<file path="config.mk">
export PLATFORM = sky130hd
export DESIGN_NAME = adc_agc_qnt
export DESIGN_NICKNAME = d
export VERILOG_FILES = /design/src/rtl/adc_agc_qnt_pkg.sv /design/src/rtl/adc_agc_qnt_abs_sat.sv /design/src/rtl/adc_agc_qnt.sv
export SDC_FILE = /design/constraint.sdc
export NUM_CORES = 1
export LEC_CHECK = 0
export CORE_MARGIN = 1.5
export CORE_UTILIZATION = 44
export DETAILED_ROUTE_END_ITERATION = 12
export SLEW_MARGIN = 15
export SYNTH_ARGS = -nofsm -noshare
export SYNTH_HDL_FRONTEND = slang
export SYNTH_SLANG_ARGS = --single-unit
</file>
<file path="constraint.sdc">
create_clock -name clk -period 8.5 [get_ports clk]
set_clock_uncertainty 0.1 [all_clocks]
set_input_delay 2.125 -clock clk [delete_from_list [all_inputs] [get_ports clk]]
set_output_delay 2.125 -clock clk [all_outputs]
set_load 0.02 [all_outputs]
</file>
<file path="src/rtl/adc_agc_qnt_pkg.sv">
// Shared definitions for the ADC AGC quantizer: FSM encodings, band classes
// and the log2 helper used to size derived counters.
package adc_agc_qnt_pkg;

    localparam logic [1:0] ST_IDLE  = 2'd0;
    localparam logic [1:0] ST_ACQ   = 2'd1;
    localparam logic [1:0] ST_TRACK = 2'd2;

    typedef enum logic [1:0] {
        BAND_IN   = 2'd0,
        BAND_HIGH = 2'd1,
        BAND_LOW  = 2'd2
    } band_e;

    // Ceiling log2, used for widths that must hold values up to (and including) v-1.
    function automatic int log2(input int value);
        int r;
        r = 0;
        for (int i = 0; i < 31; i++) begin
            if ((1 << i) < value) r = i + 1;
        end
        return r;
    endfunction

endpackage

</file>
<file path="src/rtl/adc_agc_qnt_abs_sat.sv">
// Combinational saturating absolute value: the most-negative input maps to
// the largest positive magnitude instead of wrapping.
module abs_sat #(
    parameter int width = 14
) (
    input  logic signed [width-1:0] x,
    output logic        [width-2:0] y
);

    logic [width-1:0] neg_x;

    assign neg_x = -x;

    // Negating the most-negative value gives it back unchanged; its MSB flags saturation.
    always_comb begin
        y = x[width-2:0];
        if (x[width-1]) begin
            y = neg_x[width-1] ? '1 : neg_x[width-2:0];
        end
    end

endmodule

</file>
<file path="src/rtl/adc_agc_qnt.sv">
// 2-bit sign/magnitude quantizer whose magnitude threshold is steered so that
// about TARGET of every 2^WIN_LOG2 valid samples exceed it.
module adc_agc_qnt
    import adc_agc_qnt_pkg::*;
#(
    parameter int width       = 14,
    parameter int WIN_LOG2    = 10,
    parameter int TARGET      = 332,
    parameter int HYST        = 16,
    parameter int THR_INIT    = 256,
    parameter int COARSE_STEP = 64,
    parameter int LOCK_N      = 4
) (
    input  logic                    clk,
    input  logic                    resetn,
    input  logic signed [width-1:0] data_in,
    input  logic                    valid_in,
    output logic [1:0]              data_out,
    output logic                    valid_out,
    output logic [width-2:0]        thr_out,
    output logic                    lock
);

    localparam int THR_W   = width - 1;
    localparam int CNT_W   = WIN_LOG2 + 1;
    localparam int GOOD_W  = log2(LOCK_N + 1);
    localparam int THR_MAX = (1 << THR_W) - 1;

    logic [THR_W-1:0]    abs_x;
    logic [THR_W-1:0]    thr;
    logic [THR_W-1:0]    thr_nxt;
    logic [WIN_LOG2-1:0] sample_cnt;
    logic [CNT_W-1:0]    hit_cnt;
    logic [CNT_W-1:0]    hit_total;
    logic [1:0]          state;
    logic [1:0]          state_nxt;
    logic [GOOD_W-1:0]   good_cnt;
    logic [GOOD_W-1:0]   good_nxt;
    logic                dir_valid;
    logic                dir_up;
    logic                dir_valid_nxt;
    logic                dir_up_nxt;
    logic                s1_valid;
    logic                s1_sign;
    logic                s1_mag;
    logic                s1_last;
    band_e               band;
    logic                far;
    int                  cnt;
    int                  step;
    int                  thr_calc;

    abs_sat #(.width(width)) u_abs_sat (
        .x (data_in),
        .y (abs_x)
    );

    assign thr_out   = thr;
    assign hit_total = hit_cnt + CNT_W'(s1_mag);

    // Two-stage pipeline; s1_last marks the final sample of a window one cycle before evaluation.
    always_ff @(posedge clk or negedge resetn) begin
        if (!resetn) begin
            s1_valid   <= 1'b0;
            s1_sign    <= 1'b0;
            s1_mag     <= 1'b0;
            s1_last    <= 1'b0;
            sample_cnt <= '0;
            valid_out  <= 1'b0;
            data_out   <= 2'b00;
        end else begin
            s1_valid  <= valid_in;
            s1_sign   <= valid_in && data_in[width-1];
            s1_mag    <= valid_in && (abs_x >= thr);
            s1_last   <= valid_in && (sample_cnt == '1);
            valid_out <= s1_valid;
            data_out  <= {s1_sign, s1_mag};
            if (valid_in) sample_cnt <= sample_cnt + 1'b1;
        end
    end

    // Window-end decision: classify the hit count and pick the next state and threshold step.
    always_comb begin
        cnt           = 32'(hit_total);
        band          = BAND_IN;
        far           = (cnt > TARGET + 4 * HYST) || (cnt < TARGET - 4 * HYST);
        step          = 0;
        state_nxt     = state;
        good_nxt      = good_cnt;
        dir_valid_nxt = dir_valid;
        dir_up_nxt    = dir_up;
        if (cnt > TARGET + HYST)      band = BAND_HIGH;
        else if (cnt < TARGET - HYST) band = BAND_LOW;

        case (state)
            ST_ACQ: begin
                if (band == BAND_IN) begin
                    state_nxt = ST_TRACK;
                    good_nxt  = GOOD_W'(1);
                end else if (dir_valid && (dir_up != (band == BAND_HIGH))) begin
                    step      = (band == BAND_HIGH) ? 1 : -1;
                    state_nxt = ST_TRACK;
                    good_nxt  = '0;
                end else begin
                    step          = (band == BAND_HIGH) ? COARSE_STEP : -COARSE_STEP;
                    dir_valid_nxt = 1'b1;
                    dir_up_nxt    = (band == BAND_HIGH);
                end
            end
            ST_TRACK: begin
                // Falling far out of band re-acquires with a coarse step and a fresh direction history.
                if (far) begin
                    step          = (band == BAND_HIGH) ? COARSE_STEP : -COARSE_STEP;
                    state_nxt     = ST_ACQ;
                    good_nxt      = '0;
                    dir_valid_nxt = 1'b0;
                    dir_up_nxt    = 1'b0;
                end else if (band == BAND_IN) begin
                    if (good_cnt < GOOD_W'(LOCK_N)) good_nxt = good_cnt + 1'b1;
                end else begin
                    step     = (band == BAND_HIGH) ? 1 : -1;
                    good_nxt = '0;
                end
            end
            default: ;
        endcase

        thr_calc = int'(thr) + step;
        if (thr_calc < 1)            thr_calc = 1;
        else if (thr_calc > THR_MAX) thr_calc = THR_MAX;
        thr_nxt = THR_W'(thr_calc);
    end

    // Control state only moves on valid traffic or on the evaluation cycle after a window's last sample.
    always_ff @(posedge clk or negedge resetn) begin
        if (!resetn) begin
            state     <= ST_IDLE;
            thr       <= THR_W'(THR_INIT);
            hit_cnt   <= '0;
            good_cnt  <= '0;
            dir_valid <= 1'b0;
            dir_up    <= 1'b0;
            lock      <= 1'b0;
        end else begin
            lock <= (state == ST_TRACK) && (good_cnt == GOOD_W'(LOCK_N));
            if (s1_last) begin
                state     <= state_nxt;
                thr       <= thr_nxt;
                good_cnt  <= good_nxt;
                dir_valid <= dir_valid_nxt;
                dir_up    <= dir_up_nxt;
                hit_cnt   <= '0;
            end else begin
                if (state == ST_IDLE && valid_in) state <= ST_ACQ;
                if (s1_mag) hit_cnt <= hit_cnt + 1'b1;
            end
        end
    end

endmodule

</file>
## Yosys cells after proc, flatten, opt, wreduce, memory -nomap -nowiden

Index checks and enable logic that the tools add are counted.

- Register bits: 49
- Bits of input ports: 17
- Output and inout port bits: 17
- Word-level logic and storage cells: 91

- Add/subtract/negate cells: 6
- Order comparisons: 8
- Eq/ne operators: 14
- Multiplexer cells: 34
- Reduce and logical (&&, ||, !) cells: 15

Operators by type and width:

| operator | count |
|---|---|
| 32-bit 2-to-1 mux | 6 |
| 32-bit case mux with 2 select lines | 1 |
| 13-bit 2-to-1 mux | 4 |
| 14-bit by 32-bit adder with 32-bit output | 1 |
| 32-bit by 14-bit > comparator with 1-bit output, second input constant | 1 |
| 32-bit by 2-bit < comparator with 1-bit output, second input constant | 1 |
| 11-bit by 9-bit > comparator with 1-bit output, second input constant | 2 |
| 11-bit by 9-bit < comparator with 1-bit output, second input constant | 2 |
| 11-bit 2-to-1 mux | 2 |
| 3-bit 2-to-1 mux | 5 |
| 2-bit 2-to-1 mux | 7 |
| 14-bit negation | 1 |
| 13-bit >= comparator | 1 |
| 11-bit by 1-bit adder with 11-bit output | 1 |
| 11-bit by 1-bit adder with 11-bit output, second input constant | 1 |
| 10-bit by 1-bit adder with 10-bit output, second input constant | 1 |
| 10-bit == test, second input constant | 1 |
| 4-bit != test, second input constant | 2 |
| 4-bit AND reduction | 2 |
| 1-bit logical AND | 6 |
| 2-bit != test, second input constant | 3 |
| 3-bit != test, second input constant | 2 |
| 3-bit case mux with 2 select lines | 1 |
| 2-bit nonzero test | 3 |
| other kinds (13) | 20 |

## Longest topological paths before layout

Gate-level depths: netlist of run 1.

- Depth in word-level cells: 14
- Gate-level depth with buffers: 28
- Gate-level depth less buffers: 26

## Cells and area by module

A second synthesis of run 1 with hierarchy kept.

- Cells, all modules: 538
- Area total of the unflattened synthesis: 4436.8 um^2

By module, submodules not included:

| module | instances | cells an instance | area an instance (um^2) | sequential area each (um^2) |
|---|---|---|---|---|
| adc_agc_qnt | 1 | 481 | 4060.1 | 1227.4 |
| abs_sat | 1 | 57 | 376.6 | 0.0 |

## Worst setup path after synthesis of run 1

No wires, ideal clock.

- Kind: input -> register
- Start: input data_in[1]
- End: register s1_mag
- Setup time: 0.133 ns
- Arrival time: 6.185 ns
- Data required time: 8.267 ns
- Path slack: 2.082 ns
- Stages on the path: 22
- Buffers on the path: 1
- Cells stage by stage: or4_1 > nor2_1 > nand2_1 > or3_1 > or3_1 > nor3_1 > clkbuf_1 > o21ai_0 > o21ai_0 > ha_1 > nor2b_1 > o21a_1 > o21a_1 > o21a_1 > o21a_1 > o21a_1 > o21ai_0 > nand2b_1 > a21oi_1 > o21ai_0 > a2111oi_0 > nor2_1

- Word-level cells in the longest chain between the ends: 5

RTL lines:

| element | RTL line | text |
|---|---|---|
| start, declared | adc_agc_qnt.sv:16 | `input logic signed [width-1:0] data_in,` |
| 14-bit negation | adc_agc_qnt_abs_sat.sv:12 | `assign neg_x = -x;` |
| 13-bit 2-to-1 mux | adc_agc_qnt_abs_sat.sv:18 | `y = neg_x[width-1] ? '1 : neg_x[width-2:0];` |
| 13-bit 2-to-1 mux (*) | adc_agc_qnt_abs_sat.sv:17 | `if (x[width-1]) begin` |
| 13-bit >= comparator (*) | adc_agc_qnt.sv:74 | `s1_mag <= valid_in && (abs_x >= thr);` |
| 1-bit logical AND (*) | adc_agc_qnt.sv:74 |  |
| end signal, assigned | adc_agc_qnt.sv:74 |  |
| end, declared | adc_agc_qnt.sv:45 | `logic s1_mag;` |

Mark *: on every way between the ends. The rest lies on a longest branch, timed or not.
A chain may end at the register's enable or synchronous reset.

## Worst setup path after layout of run 1

- Start: input data_in[0]
- End: register s1_mag

The elaborated chain is that of the path after synthesis.

==> results.toml, run 1 <==
[die]
num_rows = 35
die_x_um = 101
coreArea_um2 = 9280
die_h_um = 101
start_util_pct = 45.8
io_pins = 34
fp.dieArea_um2 = 10300

[setup_path]
crit_path_frequent_cell = "o21a_1"
required_ps = 8580
worstSetupEndpointType = "flip-flop"
worstSetupPathType = "input pin to flip-flop"
crit_buf_inv = 2
path_cells = "clkdlybuf4s50_1 > or4_1 > nor2_1 > nand2_1 > or3_1 > or3_1 > nor3_1 > buf_4 > nand2b_1 > o21ai_0 > o21ai_0 > ha_1 > o21a_1 > o21a_1 > o21a_1 > o21a_1 > o21a_1 > o21ai_0 > nand2b_1 > a21oi_1 > o21ai_0 > a2111oi_0 > nor2_1"
crit_family = "simple AND/OR/NAND/NOR gates"
slowest_delay_ps = 570
critPathLaunchType = "input pin"
cp_max_fo = 12
cpMaxStageDelayCell = "or4_1"
crit_arrival_ps = 6980

[yosys]
syn_nets = 568
synth_edf_count = 0
synth_top_cell_by_area = "dfrtp_1"
synth_area_um2 = 4250
ys_async_sr_fraction_pct = 100
syn_avg_cell_area_um2 = 8.26
yosysWarnings = 0
synth_cells = 515
yosys-top-cells-area = "dfrtp_1 28%, ha_1 11%, o21ai_0 5.4%, nor2_1 4.0%, a21oi_1 3.3%"
ys_seq_area_share_pct = 28.9
synthDistinctLibCells = 66
synth_ff_type = "dfrtp_1"
ys_seq_elements = 49
synth_top_area_share_pct = 28.3

[placed_design]
dpl.hpwl_um = 7570
portBuffers = 33
gp_congestion = 0.772
dp_cells = 655

[sta]
rsz0062_at_grt = "no"
finalSetupTns_ps = 0
final-hold-violation-count = 0
tightest_slew_ps = 683
relSlewSlack_pct = 54.4
fmax_mhz = 145
maxSlewViolCount = 0
timing.final.crit_period_ps = 6910
fin_crit_sh_pct = 81.3
setup_violations = 0

[clocking]
clockBufferDepth = 2
cts_setup_buffers = 0
numCtsBuffers = 5
clk_pin_slew_ps = 100
clkLatencyLatePin_ps = 310
cts_tree = "done"
cts-resized-gates = 0
htreeDepth = 2
hold_buffers = 0
root_buffer = "clkbuf_8"
clock_sinks = 49

[final_layout]
num_antenna_cells = 0
final_cells = 663
utilization_pct = 51.0
fin_nets = 586
drive_above_1_share_pct = 6.55
area_growth_pct = 11.4

[global_route]
antenna_found_initial = 0
grt_pass1_vias = 3662
grt_usage_pct = 20.7
grt_overflow = 0
grt_pass1_wl_um = 17200
grt_max_degree = 50

[routing]
first_pass_iters = 5
dr.first_iter.drc_count = 215
vias = 3822
antenna_left = 0
vias_per_cell = 5.76
drc_errors = 0
drt-wirelength-per-cell_um = 15.1
wirelength_um = 10000

[pwr]
ir_drop_mv = 0.100
p_int_uw = 399
power_switching_share_pct = 36.9
p_sw_uw = 233
pwr-share-clk_pct = 24.0
leakage_uw = 0.00201
power.density_nw_per_um2 = 134
power_frac_comb_pct = 24.9
p_total_uw = 633
seq_power_share_pct = 51.1

[run_status]
status = "completed"

[hold_path]
hold_class = "flip-flop to flip-flop"

[job]
max_cap_viol_count = 0
==> worst register-to-register path, cell delays in order (launching register included) <==
cell,delay (ps)
dfrtp_1,510
ha_1,440
ha_1,520
nor2b_1,240
nand4b_1,130
o211ai_2,120
nand2b_2,120
o41ai_4,550
mux2i_2,500
o21ai_0,160
nor2_1,130
ha_1,230
and3_1,220
a31oi_1,110
o21ai_0,460
nor2_1,90
a21oi_1,140
o41a_1,200
or3_1,130
a21oi_1,80
nand2b_1,160
ha_1,210
nand4b_1,170
nor3_1,180
o21ai_2,230
or3_1,410
o22a_1,180
==> per-stage QoR <==
step / worst slack (ps) / hold slack, ps / instance area (um^2)
3_3_place_gp: 1400 / 233 / 4640
5_1_grt: 993 / 275 / 4740
4_1_cts: 1600 / 263 / 4740
2_1_floorplan: 2080 / 231 / 4250
3_5_place_dp: 1270 / 237 / 4640
6_report: 1590 / 258 / 4740
==> placed cells by master (no fill, tap or decap), drive strengths merged, types with 3 or more instances in the layout <==
| cell | instances |
|---|---|
| clkbuf | 5 |
| nand4b | 3 |
| buf | 5 |
| and4b | 3 |
| nand3 | 11 |
| and2 | 3 |
| nor4 | 4 |
| dfrtp | 48 |
| a31oi | 6 |
| or4 | 3 |
| nand2 | 34 |
| a211o | 4 |
| a21o | 3 |
| a21boi | 3 |
| mux2i | 6 |
| or3 | 12 |
| o21ai | 50 |
| nor2b | 6 |
| inv | 34 |
| nor2 | 46 |
| nor3 | 18 |
| o22ai | 14 |
| ha | 36 |
| nand4 | 15 |
| and3 | 13 |
| clkdlybuf4s50 | 32 |
| nand2b | 10 |
| and4 | 3 |
| a21oi | 30 |
| xnor2 | 14 |
| o21a | 7 |
| a2111oi | 3 |
| xor2 | 15 |
==> registers in the layout (all words and copies together), names as in the netlist, 2 cells and up <==
signal and cells:
thr_out 13, hit_cnt 11, sample_cnt 10, good_cnt 3, data_out 2, state 2
==> cell type report <==
class,count,area (um^2)
repair buffers,37,355
well taps,129,161
fillers,948,4550
multi-input cells,408,2770
inverters,32,120
clock inverters,3,28.8
flip-flops and latches,49,1230
clock buffers,5,68.8
==> power groups by stage <==
stage / Combinational [uW] / Sequential, uW / Clock, uW
final: 157 / 324 / 152
after global routing: 183 / 332 / 169
after CTS: 159 / 322 / 158
after detailed placement: 157 / 327 / 0
after global placement: 158 / 325 / 0
after floorplan: 144 / 293 / 0
==> kinds of logic after synthesis <==
family	after synthesis	synth area share, %
DFF	49	28.9
xor gates and xnor gates	29	5.97
and+or+nand+nor	192	23.8
buffers and inverters	58	5.89
AOI/OAI and AO/OA	143	22.9
adders and majority gates	36	10.6
muxes	8	2.03
==> synthesized netlist by cell type (all sizes together) (4+ instances only) <==
library cell   n
o21a           7
a211o          4
inv           32
xor2          15
o22ai         14
ha            36
a21oi         30
nor4           4
or3           12
mux2i          6
a31oi          6
nor3          18
xnor2         14
nor2          46
dfrtp         48
and3          13
nand2b        10
nand2         34
nand3         11
clkbuf        14
nor2b          6
buf           12
o21ai         50
nand4         15
==> path summary, 6_finish.rpt <==
check	slack [ps]	startpoint	endpoint	cells past startpoint
max	1590	data_in[0]	s1_mag$_DFF_PN0_	23
min	260	s1_sign$_DFF_PN0_	data_out[1]$_DFF_PN0_	0
max reg2reg	1700	s1_mag$_DFF_PN0_	thr_out[0]$_DFFE_PN0P_	26
min reg2reg	260	s1_sign$_DFF_PN0_	data_out[1]$_DFF_PN0_	0
max in group asynchronous	6050	resetn	thr_out[9]$_DFFE_PN0P_	2
min in group asynchronous	1820	resetn	hit_cnt[5]$_DFFE_PN0P_	2
==> metal layers <==
metal / vias to the layer above / track usage, % / share of wire (%)
li1: 1908 / - / -
met1: 1825 / 27.0 / 48
met2: 81 / 36.1 / 47
met3: 8 / 3.04 / 3.3
met4: 0 / 4.59 / 1.2
met5: - / 0 / 0
Note: power is estimated with default switching activity, not from simulation.
==> run 2, diff against run 1 <==
==> constraint.sdc (replaced) <==
create_clock -name clk -period 6.4 [get_ports clk]
set_clock_uncertainty 0.1 [all_clocks]
set_input_delay 1.6 -clock clk [delete_from_list [all_inputs] [get_ports clk]]
set_output_delay 1.6 -clock clk [all_outputs]
set_load 0.02 [all_outputs]
==> run 2 against run 1 <==
Against the previous run:
- die area stayed put
- power is 36% higher
- sequential share of layout area is 1.2 points lower
- via count is 0.92% higher
- non-clock buffer count is 30 higher
- critical endpoint unchanged
- highest routed layer unchanged
==> results.toml, run 2 (synthesis gave the netlist of run 1 again) <==
[run_status]
status = "completed"

[sta]
timing.final.crit_period_ps = 6040
maxSlewViolCount = 0
finalSetupTns_ps = 0
final-hold-violation-count = 0
fmax_mhz = 166
holdWs_ps = 260
fin_crit_sh_pct = 94.3
rsz0062_at_grt = "no"
relSlewSlack_pct = 55.7
setup_slack_ps = 363
tightest_slew_ps = 665
setup_violations = 0

[global_route]
grt_pass1_wl_um = 17400
grt_usage_pct = 21.2
grt_max_degree = 50
grt_pass1_vias = 3706
grt_overflow = 0
antenna_found_initial = 0

[pwr]
power.density_nw_per_um2 = 173
leakage_uw = 0.00215
ir_drop_mv = 0.151

[placed_design]
portBuffers = 33
placed_area_um2 = 4860
gp_congestion = 0.826
pre_cts_ws_ps = -6.43
dpl.hpwl_um = 7840

[clocking]
clock_sinks = 49
clockBufferDepth = 2
cts_setup_buffers = 0
clkLatencyLatePin_ps = 310
htreeDepth = 2
numCtsBuffers = 5
root_buffer = "clkbuf_8"
hold_buffers = 0
cts-resized-gates = 0
clk_pin_slew_ps = 110
cts_tree = "done"

[final_layout]
area_growth_pct = 16.7
largest_reg_flops = 13
final_cell_mix = "48 x dfrtp_1, 46 x o21ai_0, 45 x nor2_1"
num_antenna_cells = 0
fin_nets = 616
mostFrequentLayoutCell = "dfrtp_1"
design_area_um2 = 4960
drive_above_1_share_pct = 11.5

[setup_path]
crit_buf_inv = 2
path_cells = "clkdlybuf4s50_1 > or4_1 > nor2_1 > nand2_1 > or3_1 > or3_1 > nor3_1 > buf_4 > o21ai_0 > o21ai_0 > ha_1 > nor2b_1 > o21a_1 > o21a_1 > o21a_1 > o21a_1 > o21a_1 > o21ai_0 > nand2b_1 > a21oi_1 > o21ai_0 > a2111oi_0 > nor2_1"
cp-startpoint = "data_in[1]"
crit_family = "simple AND/OR/NAND/NOR gates"
cpMaxStageDelayCell = "or4_1"
worstSetupPathType = "input pin to flip-flop"
r2r_start = "hit_cnt[0]$_DFFE_PN0P_"
cp_max_fo = 6
crit_path_frequent_cell = "o21a_1"
slowest_delay_ps = 560
r2r_slack_ps = 500
critPathLaunchType = "input pin"
required_ps = 6490
worstSetupEndpointType = "flip-flop"
crit_arrival_ps = 6120

[routing]
drc_errors = 0
antenna_left = 0
drt-wirelength-per-cell_um = 15.0
vias = 3857
dr.first_iter.drc_count = 170
first_pass_iters = 4
vias_per_cell = 5.57
wirelength_um = 10400

[die]
die_x_um = 101
start_util_pct = 45.8
coreArea_um2 = 9280
fp.dieArea_um2 = 10300
num_rows = 35
die_h_um = 101
io_pins = 34

[hold_path]
hold_class = "flip-flop to flip-flop"
min_from = "s1_valid$_DFF_PN0_"

[job]
max_cap_viol_count = 0
-- run 2: cell types whose count changed in the layout (fill, tap and decap cells not counted) --
cell and change:
buf_4 +30
-- run 2: routing by layer --
| layer | track usage, % | part of all wire (%) | wire length [um] | vias up |
|---|---|---|---|---|
| li1 | - | - | - | 1974 |
| met1 | 27.1 | 47 | 4880 | 1813 |
| met2 | 37.0 | 49 | 5030 | 64 |
| met3 | 3.52 | 3.5 | 368 | 6 |
| met4 | 5.77 | 0.88 | 91 | 0 |
| met5 | 0 | 0 | 0 | - |
-- run 2: path summary, 6_finish.rpt --
path / cells after the start / to
max reg2reg: 27 / thr_out[0]$_DFFE_PN0P_
min in group asynchronous: 2 / state[0]$_DFFE_PN0P_
min reg2reg: 0 / valid_out$_DFF_PN0_
max in group asynchronous: 2 / thr_out[7]$_DFFE_PN0P_
min: 0 / valid_out$_DFF_PN0_
max: 23 / s1_mag$_DFF_PN0_
-- run 2: area by class of cell --
| type | instances | area (um^2) |
|---|---|---|
| inverter | 32 | 120 |
| clock inverter | 3 | 28.8 |
| multi-input combinational | 408 | 2770 |
| timing repair buffer | 67 | 581 |
| sequential | 49 | 1230 |
| clock buffer | 5 | 68.8 |
| tap | 129 | 161 |
| fill | 911 | 4320 |
-- run 2: power breakdown --
part | internal (uW) | total, uW | switching [uW]
sequential | 350 | 414 | 64.1
combinational | 108 | 238 | 131
clock | 82.2 | 207 | 125
total | 540 | 860 | 320
-- run 2: worst reg2reg max path: cells and delay by family (launching register included) --
family	cells	cell delay (ps)
AO/OA/AOI/OAI	10	1810
adder cells (fa/ha/maj)	4	1060
buffers and inverters	1	170
flip-flops	1	460
multiplexers	1	270
AND/OR/NAND/NOR	11	1910
-- run 2: through the flow --
| stage | utilization (%) | power (uW) | cells |
|---|---|---|---|
| floorplan | - | 580 | 515 |
| global placement | 52.4 | 651 | 685 |
| detailed placement | 52.4 | 656 | 685 |
| CTS | 53.4 | 865 | 693 |
| global route | 53.4 | 920 | 693 |
| finish | 53.4 | 860 | 693 |
==> run 3, diff against run 2 <==
--- a/config.mk
+++ b/config.mk
@@ -12,3 +12,4 @@
 export SYNTH_ARGS = -nofsm -noshare
 export SYNTH_HDL_FRONTEND = slang
 export SYNTH_SLANG_ARGS = --single-unit
+export TNS_END_PERCENT = 20
==> results of run 3 <==
Same layout as run 2: the final DEF is identical, and so are final timing and power.
